## config.mk

```make
export PLATFORM = sky130hd
export DESIGN_NAME = ws2812_rx_flat
export DESIGN_NICKNAME = d
export VERILOG_FILES = /design/src/rtl/ws2812_pkg.sv /design/src/rtl/ws2812_rx_if.sv /design/src/rtl/ws2812_rx_sync.sv /design/src/rtl/ws2812_rx.sv /design/src/flat_wrapper.sv
export SDC_FILE = /design/constraint.sdc
export NUM_CORES = 1
export LEC_CHECK = 0
export CAP_MARGIN = 10
export CORE_MARGIN = 2
export CORE_UTILIZATION = 60
export DETAILED_ROUTE_END_ITERATION = 10
export DONT_BUFFER_PORTS = 1
export GPL_TIMING_DRIVEN = 0
export PLACE_DENSITY = 0.76
export SLEW_MARGIN = 10
export SYNTH_ARGS = -nofsm -noshare
export SYNTH_HDL_FRONTEND = slang
export SYNTH_SLANG_ARGS = --single-unit
```

## constraint.sdc

```tcl
create_clock -name clk_50m -period 7.9 [get_ports clk_50m]
set_input_delay 0.395 -clock clk_50m [delete_from_list [all_inputs] [get_ports clk_50m]]
set_output_delay 0.395 -clock clk_50m [all_outputs]
set_load 0.02 [all_outputs]
```

## src/rtl/ws2812_pkg.sv

```systemverilog
// ws2812_pkg: constants shared between the ws2812_dri LED driver and the
// ws2812_rx decoder, plus the receiver state encoding.
//
// Timing values are in 50 MHz clock cycles (20 ns).
//   T0H / T0L     : high / low time of a 0 bit
//   T1H / T1L     : high / low time of a 1 bit
//   RESET_CYCLES  : line-low time that ends a frame
//   THRESH        : high widths at or above this decode as 1
//   MIN_HIGH      : shorter highs are glitches
//   MAX_HIGH      : a high reaching this width is a stuck line
package ws2812_pkg;

    localparam int T0H          = 17;
    localparam int T1H          = 45;
    localparam int T0L          = 45;
    localparam int T1L          = 17;
    localparam int RESET_CYCLES = 14000;
    localparam int THRESH       = 31;
    localparam int MIN_HIGH     = 5;
    localparam int MAX_HIGH     = 75;

    localparam int PIX_W        = 24;
    localparam int CNT_W        = 14;
    localparam int BIT_CNT_W    = 5;
    localparam int PIX_CNT_W    = 9;
    localparam int FWD_CNT_W    = 6;

    typedef enum logic [1:0] {
        SYNC = 2'd0,
        IDLE = 2'd1,
        HIGH = 2'd2,
        LOW  = 2'd3
    } rx_state_t;

    // Classify a measured high width as a data bit.
    function automatic logic decode_bit(input logic [CNT_W-1:0] width);
        return (width >= CNT_W'(THRESH));
    endfunction

endpackage

```

## src/rtl/ws2812_rx_if.sv

```systemverilog
// ws2812_rx_if: decoded-pixel bus from the WS2812 receiver.
//
//   pix_data   : last decoded GRB word (bit 23 was first on the wire)
//   pix_valid  : one-cycle strobe, pix_data/pix_idx valid
//   pix_idx    : index of pix_data within the frame
//   frame_done : one-cycle strobe at the reset gap
//   pix_count  : complete pixels in the frame, valid with frame_done
//   err        : one-cycle strobe on a timing/format error
//
// master = receiver side, slave = consumer side.
interface ws2812_rx_if;
    import ws2812_pkg::*;

    logic [PIX_W-1:0]     pix_data;
    logic                 pix_valid;
    logic [PIX_CNT_W-1:0] pix_idx;
    logic                 frame_done;
    logic [PIX_CNT_W-1:0] pix_count;
    logic                 err;

    modport master (
        output pix_data, pix_valid, pix_idx, frame_done, pix_count, err
    );

    modport slave (
        input pix_data, pix_valid, pix_idx, frame_done, pix_count, err
    );

endinterface

```

## src/rtl/ws2812_rx_sync.sv

```systemverilog
// ws2812_rx_sync: brings the asynchronous WS2812 line into clk_50m.
// Two synchronizer flops, then a third stage that provides the
// settled level together with registered rise/fall strobes, all three
// aligned and three cycles behind the pin.
//
// Ports:
//   clk_50m : 50 MHz clock
//   rst_n   : asynchronous active-low reset
//   din     : raw line input
//   level   : synchronized line level
//   rise    : one-cycle strobe, level just went high
//   fall    : one-cycle strobe, level just went low
module ws2812_rx_sync (
    input  logic clk_50m,
    input  logic rst_n,
    input  logic din,
    output logic level,
    output logic rise,
    output logic fall
);

    logic meta;
    logic stable;

    // rise/fall compare against the old level, so they fire in the same
    // cycle that level first shows the new value.
    always_ff @(posedge clk_50m or negedge rst_n) begin
        if (!rst_n) begin
            meta   <= 1'b0;
            stable <= 1'b0;
            level  <= 1'b0;
            rise   <= 1'b0;
            fall   <= 1'b0;
        end else begin
            meta   <= din;
            stable <= meta;
            level  <= stable;
            rise   <= stable & ~level;
            fall   <= ~stable & level;
        end
    end

endmodule

```

## src/rtl/ws2812_rx.sv

```systemverilog
// ws2812_rx: decodes a WS2812 single-wire stream into 24-bit GRB words.
// Each synchronized high pulse is measured in 50 MHz cycles and
// classified as 0/1; 24 bits form a pixel; a long low marks end of frame.
// Malformed pulses (glitches, stuck-high, partial pixel, overflow) pulse err.
//
// Ports:
//   clk_50m : 50 MHz clock
//   rst_n   : asynchronous active-low reset
//   din     : asynchronous WS2812 line input
//   pix     : decoded pixel bus (ws2812_rx_if.master)
//   dout    : re-shaped pass-through line for chaining
//
// Parameter:
//   N_PIX   : maximum pixels per frame (pix counters are 9 bits wide)
//
// Build option:
//   WS2812_RX_FWD_EN : when defined, the first pixel of each frame is
//                      consumed and later bits are re-emitted on dout with
//                      T0H/T1H highs, like a real WS2812. When undefined,
//                      dout is tied 0 and no forwarding logic exists.
module ws2812_rx
    import ws2812_pkg::*;
#(
    parameter int N_PIX = 256
) (
    input  logic         clk_50m,
    input  logic         rst_n,
    input  logic         din,
    ws2812_rx_if.master  pix,
    output logic         dout
);

    localparam logic [CNT_W-1:0]     RESET_LAST = CNT_W'(RESET_CYCLES - 1);
    localparam logic [CNT_W-1:0]     MIN_W      = CNT_W'(MIN_HIGH);
    localparam logic [CNT_W-1:0]     MAX_W      = CNT_W'(MAX_HIGH);
    localparam logic [PIX_CNT_W-1:0] PIX_LIMIT  = PIX_CNT_W'(N_PIX);
    localparam logic [BIT_CNT_W-1:0] LAST_BIT   = BIT_CNT_W'(PIX_W - 1);

    logic level;
    logic rise;
    logic fall;

    ws2812_rx_sync u_sync (
        .clk_50m (clk_50m),
        .rst_n   (rst_n),
        .din     (din),
        .level   (level),
        .rise    (rise),
        .fall    (fall)
    );

    rx_state_t            state_q,   state_d;
    logic [CNT_W-1:0]     cnt_q,     cnt_d;
    logic [BIT_CNT_W-1:0] bit_cnt_q, bit_cnt_d;
    logic [PIX_CNT_W-1:0] pix_cnt_q, pix_cnt_d;
    logic [PIX_W-1:0]     sh_q,      sh_d;
    logic                 ovf_q,     ovf_d;

    logic [PIX_W-1:0]     data_q,    data_d;
    logic [PIX_CNT_W-1:0] idx_q,     idx_d;
    logic [PIX_CNT_W-1:0] count_q,   count_d;
    logic                 valid_q,   valid_d;
    logic                 done_q,    done_d;
    logic                 err_q,     err_d;

    logic [CNT_W-1:0]     cnt_inc;
    logic                 new_bit;

    // cnt saturates; in HIGH, cnt_inc is the width of the pulse including
    // the current cycle, so a fall after W high cycles measures exactly W.
    assign cnt_inc = (cnt_q == '1) ? cnt_q : cnt_q + 1'b1;
    assign new_bit = decode_bit(cnt_inc);

    // State and datapath registers; all outputs are registered so the
    // pixel strobe lands the cycle after the deciding fall.
    always_ff @(posedge clk_50m or negedge rst_n) begin
        if (!rst_n) begin
            state_q   <= SYNC;
            cnt_q     <= '0;
            bit_cnt_q <= '0;
            pix_cnt_q <= '0;
            sh_q      <= '0;
            ovf_q     <= 1'b0;
            data_q    <= '0;
            idx_q     <= '0;
            count_q   <= '0;
            valid_q   <= 1'b0;
            done_q    <= 1'b0;
            err_q     <= 1'b0;
        end else begin
            state_q   <= state_d;
            cnt_q     <= cnt_d;
            bit_cnt_q <= bit_cnt_d;
            pix_cnt_q <= pix_cnt_d;
            sh_q      <= sh_d;
            ovf_q     <= ovf_d;
            data_q    <= data_d;
            idx_q     <= idx_d;
            count_q   <= count_d;
            valid_q   <= valid_d;
            done_q    <= done_d;
            err_q     <= err_d;
        end
    end

    // Next-state and output decode. SYNC only looks for a clean reset gap
    // and never decodes, so joining a stream mid-frame yields no pixels.
    always_comb begin
        state_d   = state_q;
        cnt_d     = cnt_q;
        bit_cnt_d = bit_cnt_q;
        pix_cnt_d = pix_cnt_q;
        sh_d      = sh_q;
        ovf_d     = ovf_q;
        data_d    = data_q;
        idx_d     = idx_q;
        count_d   = count_q;
        valid_d   = 1'b0;
        done_d    = 1'b0;
        err_d     = 1'b0;

        case (state_q)
            SYNC: begin
                if (level || rise) begin
                    cnt_d = '0;
                end else if (cnt_q == RESET_LAST) begin
                    cnt_d   = '0;
                    state_d = IDLE;
                end else begin
                    cnt_d = cnt_inc;
                end
            end

            IDLE: begin
                if (rise) begin
                    cnt_d     = '0;
                    bit_cnt_d = '0;
                    pix_cnt_d = '0;
                    ovf_d     = 1'b0;
                    state_d   = HIGH;
                end
            end

            HIGH: begin
                cnt_d = cnt_inc;
                if (cnt_inc >= MAX_W) begin
                    err_d   = 1'b1;
                    cnt_d   = '0;
                    state_d = SYNC;
                end else if (fall) begin
                    if (cnt_inc < MIN_W) begin
                        err_d   = 1'b1;
                        cnt_d   = '0;
                        state_d = SYNC;
                    end else begin
                        sh_d    = {sh_q[PIX_W-2:0], new_bit};
                        cnt_d   = '0;
                        state_d = LOW;
                        if (bit_cnt_q == LAST_BIT) begin
                            bit_cnt_d = '0;
                            // Beyond N_PIX the pixel is dropped and err is
                            // raised only once; decoding carries on to the gap.
                            if (pix_cnt_q == PIX_LIMIT) begin
                                if (!ovf_q) begin
                                    err_d = 1'b1;
                                    ovf_d = 1'b1;
                                end
                            end else begin
                                valid_d   = 1'b1;
                                data_d    = {sh_q[PIX_W-2:0], new_bit};
                                idx_d     = pix_cnt_q;
                                pix_cnt_d = pix_cnt_q + 1'b1;
                            end
                        end else begin
                            bit_cnt_d = bit_cnt_q + 1'b1;
                        end
                    end
                end
            end

            LOW: begin
                if (rise) begin
                    cnt_d   = '0;
                    state_d = HIGH;
                end else if (cnt_q == RESET_LAST) begin
                    // A partial pixel at the gap is discarded and flagged.
                    done_d  = 1'b1;
                    count_d = pix_cnt_q;
                    err_d   = (bit_cnt_q != '0);
                    cnt_d   = '0;
                    state_d = IDLE;
                end else begin
                    cnt_d = cnt_inc;
                end
            end

            default: begin
                cnt_d   = '0;
                state_d = SYNC;
            end
        endcase
    end

    assign pix.pix_data   = data_q;
    assign pix.pix_valid  = valid_q;
    assign pix.pix_idx    = idx_q;
    assign pix.frame_done = done_q;
    assign pix.pix_count  = count_q;
    assign pix.err        = err_q;

`ifdef WS2812_RX_FWD_EN
    logic                 fwd_on_q;
    logic                 dout_q;
    logic [FWD_CNT_W-1:0] fwd_cnt_q;

    // Forwarding is armed once the first 24 bits of a frame have been
    // consumed, and disarmed whenever the decoder is idle or resyncing.
    always_ff @(posedge clk_50m or negedge rst_n) begin
        if (!rst_n) begin
            fwd_on_q <= 1'b0;
        end else if (state_q == SYNC || state_q == IDLE) begin
            fwd_on_q <= 1'b0;
        end else if (state_q == HIGH && state_d == LOW && bit_cnt_q == LAST_BIT) begin
            fwd_on_q <= 1'b1;
        end
    end

    // Re-shaped output: rise with the input, then sample the input at T0H
    // like a real pixel; if it is already low emit a 0, else hold to T1H.
    always_ff @(posedge clk_50m or negedge rst_n) begin
        if (!rst_n) begin
            dout_q    <= 1'b0;
            fwd_cnt_q <= '0;
        end else if (state_q == SYNC || state_d == SYNC) begin
            dout_q    <= 1'b0;
            fwd_cnt_q <= '0;
        end else if (rise && fwd_on_q && state_q == LOW) begin
            dout_q    <= 1'b1;
            fwd_cnt_q <= FWD_CNT_W'(1);
        end else if (dout_q) begin
            if ((fwd_cnt_q == FWD_CNT_W'(T0H) && !level) ||
                fwd_cnt_q == FWD_CNT_W'(T1H)) begin
                dout_q    <= 1'b0;
                fwd_cnt_q <= '0;
            end else begin
                fwd_cnt_q <= fwd_cnt_q + 1'b1;
            end
        end
    end

    assign dout = dout_q;
`else
    assign dout = 1'b0;
`endif

endmodule
```

## src/flat_wrapper.sv

```systemverilog
// flat-port wrapper written by rule: the top's interface ports become plain ports
module ws2812_rx_flat import ws2812_pkg::*;
#(
    parameter int N_PIX = 256
)
  (clk_50m, rst_n, din, dout, pix_pix_data, pix_pix_valid, pix_pix_idx, pix_frame_done, pix_pix_count, pix_err);
  ws2812_rx_if pix_i ();
  input  logic clk_50m;
  input  logic rst_n;
  input  logic din;
  output logic dout;
  output wire logic [$bits(pix_i.pix_data)-1:0] pix_pix_data;
  output wire logic [$bits(pix_i.pix_valid)-1:0] pix_pix_valid;
  output wire logic [$bits(pix_i.pix_idx)-1:0] pix_pix_idx;
  output wire logic [$bits(pix_i.frame_done)-1:0] pix_frame_done;
  output wire logic [$bits(pix_i.pix_count)-1:0] pix_pix_count;
  output wire logic [$bits(pix_i.err)-1:0] pix_err;
  assign pix_pix_data = pix_i.pix_data;
  assign pix_pix_valid = pix_i.pix_valid;
  assign pix_pix_idx = pix_i.pix_idx;
  assign pix_frame_done = pix_i.frame_done;
  assign pix_pix_count = pix_i.pix_count;
  assign pix_err = pix_i.err;
  ws2812_rx #(.N_PIX(N_PIX)) u_core (.clk_50m(clk_50m), .rst_n(rst_n), .din(din), .pix(pix_i), .dout(dout));
endmodule
```

Word level (Yosys, flattened, before mapping)
Index checks and enable logic that the tools add are counted.
{ "classes": {"add_sub_neg": 3, "n_lt_le_gt_ge": 3, "eq_ne": 16, "muxes": 54, "n_bitwise": 8, "n_reduce_logical": 11} }
{ "op_table": {"columns": ["operator", "n"], "rows": [
  ["2-to-1 mux 14 bit", 7],
  ["one-hot mux 14 bit (4 select lines)", 1],
  ["2-to-1 mux 9 bit", 6],
  ["equality test 14 bit, second input constant", 2],
  ["2-to-1 mux 5 bit", 5],
  ["2-to-1 mux 1 bit", 23],
  ["one-hot mux 9 bit (2 select lines)", 1],
  ["adder 14 x 1 -> 14 bit, second input constant", 1],
  ["greater-or-equal comparator 14 x 5 -> 1 bit, second input constant", 1],
  ["greater-or-equal comparator 14 x 7 -> 1 bit, second input constant", 1],
  ["< comparator 14 x 3 -> 1 bit, second input constant", 1],
  ["2-to-1 mux 2 bit", 7],
  ["AND reduction 7 bit", 2],
  ["!= test 2 bit, second input constant", 6],
  ["one-hot mux 5 bit (2 select lines)", 1],
  ["adder 9 x 1 -> 9 bit, second input constant", 1],
  ["equality test 9 bit, second input constant", 1],
  ["one-hot mux 2 bit (4 select lines)", 1],
  ["NOT 1 bit", 6],
  ["AND reduction 3 bit", 2],
  ["AND reduction 6 bit", 1],
  ["adder 5 x 1 -> 5 bit, second input constant", 1],
  ["equality test 5 bit, second input constant", 1],
  ["AND reduction 5 bit", 1],
  ["11 further kinds", 15]
]} }
{ "word_totals": {"regBits": 104, "inputBits": 3, "out_inout_bits": 46, "word_cells": 112} }

Logic depth before layout (Yosys ltp)
{ "logic_depth": {"word_depth": 7, "ltp_mapped": 11, "mapped_depth_nobuf": 8} }

Modules after synthesis
Synthesis repeated with hierarchy kept, for this count alone.
{ "unflattened": {"hier_cells": 416, "hier_area_um2": 4944.7} }
{ "modules_own_cells": {"columns": ["mod", "instances", "cells_per_inst", "area_each_um2", "seq_area_each_um2"], "rows": [
  ["ws2812_rx", 1, 409, 4804.6, 2477.4],
  ["ws2812_rx_sync", 1, 7, 140.1, 125.1]
]} }

Worst setup path after synthesis
No wires, ideal clock.
{ "synth_timing": {"kind": "register to register", "start": "register u_core.cnt_q[0]", "end": "register u_core.sh_q[10]", "setup_ns": 0.125, "arrival_time_ns": 2.820, "required_time_ns": 7.775, "path_slack_ns": 4.955, "path_stages_with_launch": 11, "n_path_buf": 3, "period_less_slack_ns": 2.945, "cell_sequence": "dfrtp_1 ha_1 and3_2 buf_6 and4_4 buf_8 mux2i_4 a311oi_4 nor4_4 buf_6 mux2_4"} }
{ "synth_via": {"elab_chain_cells": 5, "word_cells_on_any_way": 8, "classes_between": "add/sub: 1; order compare: 2; eq/ne: 1; mux: 1; bitwise: 2; reduce/logical: 1"} }
{ "synth_lines": {"columns": ["item", "line_no", "source"], "rows": [
  ["from (decl)", "ws2812_rx.sv:53", "logic [CNT_W-1:0] cnt_q, cnt_d;"],
  ["from (signal assigned)", "ws2812_rx.sv:92", "cnt_q <= cnt_d;"],
  ["adder 14 x 1 -> 14 bit or equality test 14 bit (tied branches)", "ws2812_rx.sv:71", "assign cnt_inc = (cnt_q == '1) ? cnt_q : cnt_q + 1'b1;"],
  ["2-to-1 mux 14 bit (*)", "ws2812_rx.sv:71", null],
  ["greater-or-equal comparator 14 x 7 -> 1 bit or < comparator 14 x 3 -> 1 bit (tied branches)", "ws2812_rx.sv:146, ws2812_rx.sv:151", null],
  ["NOT 1 bit (no line)", null, null],
  ["AND reduction 4 bit (no line) (*)", null, null],
  ["to (signal assigned)", "ws2812_rx.sv:82", "sh_q <= '0;"],
  ["to (signal assigned)", "ws2812_rx.sv:95", "sh_q <= sh_d;"],
  ["to (decl)", "ws2812_rx.sv:56", "logic [PIX_W-1:0] sh_q, sh_d;"]
]} }
Every way passes the cells marked *; elsewhere a longest branch is shown, timed or not.
A chain may end at the register's enable or synchronous reset.

Worst setup path in the final report
{ "layout_timing": {"start": "register u_core.cnt_q[0]", "end": "register u_core.data_q[21] (netlist: u_core.pix.pix_data[21])"} }
{ "layout_via": {"elab_chain_cells": 5, "word_cells_on_any_way": 8, "classes_between": "add/sub: 1; order compare: 2; eq/ne: 1; mux: 1; bitwise: 2; reduce/logical: 1"} }
{ "layout_lines": {"columns": ["item", "line_no", "source"], "rows": [
  ["adder 14 x 1 -> 14 bit or equality test 14 bit (tied branches)", "ws2812_rx.sv:71", null],
  ["2-to-1 mux 14 bit (*)", "ws2812_rx.sv:71", null],
  ["greater-or-equal comparator 14 x 7 -> 1 bit or < comparator 14 x 3 -> 1 bit (tied branches)", "ws2812_rx.sv:146, ws2812_rx.sv:151", null],
  ["NOT 1 bit (no line)", null, null],
  ["AND reduction 6 bit (no line) (*)", null, null],
  ["to (signal assigned)", "ws2812_rx.sv:97", "data_q <= data_d;"],
  ["to (decl)", "ws2812_rx.sv:59", "logic [PIX_W-1:0] data_q, data_d;"]
]} }
Marks and branches as above.

==> impl_metrics.py <==
metrics = {
    "timing": {
        "hold_violations": 0,
        "slew_headroom_pct": 43.42,
        "rsz0062_at_grt": "no",
        "period_minus_slack_ns": 3.456,
        "fin_ws_ns": 4.444,
        "tightest_slew_ns": 0.8468,
        "drv_slew": 0,
        "min_period_over_period_pct": 43.74,
        "finalSetupViolCount": 0,
        "fmax_mhz": 289.4,
        "finClkSkew_ns": 0.01141,
        "setup-tns-final_ns": 0,
    },
    "power": {
        "ir_worst_vdd_mv": 0.1006,
        "p_leak_nw": 2.719,
        "finalPower_w": 0.0009676,
        "powerDensity_nw_per_um2": 169.3,
    },
    "critical_path": {
        "cp.required_ns": 8.16,
        "regToRegSetupSlack_ns": 4.44,
        "endpoint_kind": "register",
        "critPathArrivalTime_ns": 3.71,
        "critPathKind": "register to register",
        "crit_path_start_kind": "register",
        "path_max_fanout": 10,
    },
    "layout": {
        "multi_input_area_um2": 2470,
        "nFillCells": 665,
        "area_delta_synth_final_pct": 6.904,
        "ff_latch_area_um2": 2603,
        "diodes": 0,
        "nNetsFinal": 458,
        "drive_gt1_share_pct": 27.91,
        "design_area_um2": 5715,
        "post-route-util_pct": 65.86,
    },
    "grt": {
        "grt_use_met3_pct": 5.154,
        "busiest_layer": "met2",
        "grt-ovfl-total": 0,
        "grt_pass1_vias": 3538,
        "grt_use_met2_pct": 34.59,
        "antenna_found_initial": 0,
        "grtUsageMet1_pct": 33.30,
        "grt_pass1_wl_um": 18130,
        "grt_util_all_layers_pct": 23.16,
        "grt_max_degree": 105,
    },
    "logic_synthesis": {
        "synth-seq-area-share_pct": 48.68,
        "post-synth-top-area-fraction_pct": 48.68,
        "synthTopCellsByCount": "dfrtp_1, mux2_4, nand2_1, nor2_1, a21oi_1",
        "synth-compound-area-share_pct": 11.89,
        "yosysMostFrequentCell": "dfrtp_1",
        "yosysTopAreaCell": "dfrtp_1",
        "synth_area_um2": 5346,
        "synth_top_cells_by_area": "dfrtp_1, mux2_4, mux2_2",
        "synth-warning-count": 0,
        "dominantRegCellSynth": "dfrtp_1",
        "syn_inst": 437,
        "synth-async-reset-ratio_pct": 100.0,
        "syn_avg_cell_area_um2": 12.23,
        "ys_types": 66,
        "synth_top_family_by_area": "multiplexers",
        "ys_seq_elements": 104,
        "synth_mux_area_share_pct": 17.90,
        "synth_edf_count": 0,
        "synthAdderAreaFrac_pct": 1.170,
        "synth_nets": 445,
        "synth_xor_area_share_pct": 0,
        "yosys.area_share.simple_pct": 15.16,
    },
    "cts": {
        "postCtsResizedCells": 0,
        "root_buffer": "clkbuf_8",
        "clk-insertion-delay-late_ns": 0.37,
        "clkSlewWorstSetupHoldPaths_ns": 0.10,
        "cts_max_path_buffers": 2,
        "htreeDepth": 3,
        "cts.sinks": 104,
        "cts_setup_buffers": 0,
        "cts_buffers": 9,
        "cts_tree": "built",
    },
    "placement": {
        "port_buffers": 0,
        "dp_worst_setup_slack_ns": 4.492,
        "gp_congestion": 0.9502,
        "placed_cell_area_um2": 5482,
        "dp_hpwl_um": 7192,
    },
    "routing": {
        "drt_wl_total_um": 10720,
        "drt_iter0_drc": 171,
        "route.detailed.drc": 0,
        "dr.pass1.iters": 4,
        "via_count": 3560,
        "vias_per_cell": 6.323,
        "ant_nets": 0,
        "routedWlPerCell_um": 19.04,
    },
    "min_path": {
        "hp-class": "input pin to register",
    },
    "die": {
        "die_x_um": 98.40,
        "pin_count": 49,
        "rows": 34,
        "dieHeight_um": 98.40,
        "start_util_pct": 61.61,
        "coreArea_um2": 8678,
        "die_area_um2": 9682,
    },
    "run": {
        "maxCapViolations": 0,
    },
    "status": {
        "status": "completed",
    },
}
state kept, by name (all words and copies together) (netlist names), 2 cells and up:
name	flops
u_core.pix.pix_data	24
u_core.sh_q	23
u_core.cnt_q	14
u_core.pix.pix_count	9
u_core.pix.pix_idx	9
u_core.pix_cnt_q	9
u_core.bit_cnt_q	5
u_core.state_q	2
what timing repair did:
item | CTS | global route
hold buffers | 2 | 0
endpoints found under the setup margin | 0 | 0
hold endpoints to repair | 104 | 0
layer usage:
metal,share of wire [%],vias to the layer above
met2,47,117
met5,0,-
met4,1.9,0
met3,5.4,19
li1,-,1631
met1,46,1793
through the flow:
stage	hold WS [ns]	cells
finish	0.04526	563
global route	0.02186	563
CTS	0.03308	563
detailed placement	0.1016	545
global placement	0.1017	545
floorplan	0.09941	437
worst paths after layout:
path | start | end | cells past startpoint
max | u_core.cnt_q[0] | u_core.pix.pix_data[21] | 9
min in group asynchronous | rst_n | u_core.pix.pix_idx[4] | 2
max in group asynchronous | rst_n | u_core.sh_q[12] | 2
min | din | u_core.u_sync.meta | 0
min reg2reg | u_core.u_sync.meta | u_core.u_sync.stable | 0
max reg2reg | u_core.cnt_q[0] | u_core.pix.pix_data[21] | 9
cells in the final DEF (no fill, tap or decap), types with 3 or more instances in the layout:
master    Yosys  final
and3_1        5      5
nand4_1       8      8
inv_1        10     10
buf_2         5      5
inv_6         0      3
and4_1        4      4
buf_6         8      8
mux2_2       19     19
nand2_1      31     31
mux2i_1       3      3
nor3_1        8      8
o21ai_0      11     11
nor2_1       21     21
buf_4         3      3
ha_1          5      5
buf_12        3      3
nor2b_1       6      6
nand3b_1      3      3
nor3b_1       4      4
clkbuf_8      0     11
nor4_1        3      3
clkbuf_1      4      4
nand2b_1      7      7
o31ai_1       6      6
a21o_1        5      5
o41ai_1       3      3
a31oi_1       9      9
o21a_1        3      3
a31o_2        3      3
mux2_4       46     46
a22o_1        8      8
a21oi_1      20     20
nand3_1      17     17
dfrtp_1     104    104
where the power goes:
part	internal (W)	switching, W
combinational	0.0000325	0.0000555
sequential	0.000538	0.0000112
clock	0.000138	0.000192
total	0.000708	0.000259
area by class of cell:
cell class | instances | area share, %
sequential | 104 | 45.53
timing repair buffer | 2 | 0.6567
clock inverter | 5 | 0.7881
clock buffer | 11 | 2.649
tap | 108 | 2.364
multi-input combinational | 297 | 43.21
inverter | 10 | 0.6567
buffer | 26 | 4.137
worst max-delay path, cell delays in order (launching register included):
cell	delay [ns]
dfrtp_1	0.50
ha_1	0.31
nand3_1	0.25
o31ai_1	0.48
o21ai_0	0.29
nor4_4	0.65
nor3_4	0.12
nand4b_4	0.24
buf_12	0.18
mux2_4	0.30
cells by family after synthesis:
family	after synthesis
AND/OR/NAND/NOR	138
flip-flops	104
AO/OA/AOI/OAI	84
multiplexers	69
buffers and inverters	36
adder cells (fa/ha/maj)	5
other	1
Power figures use the tool's default switching activity.
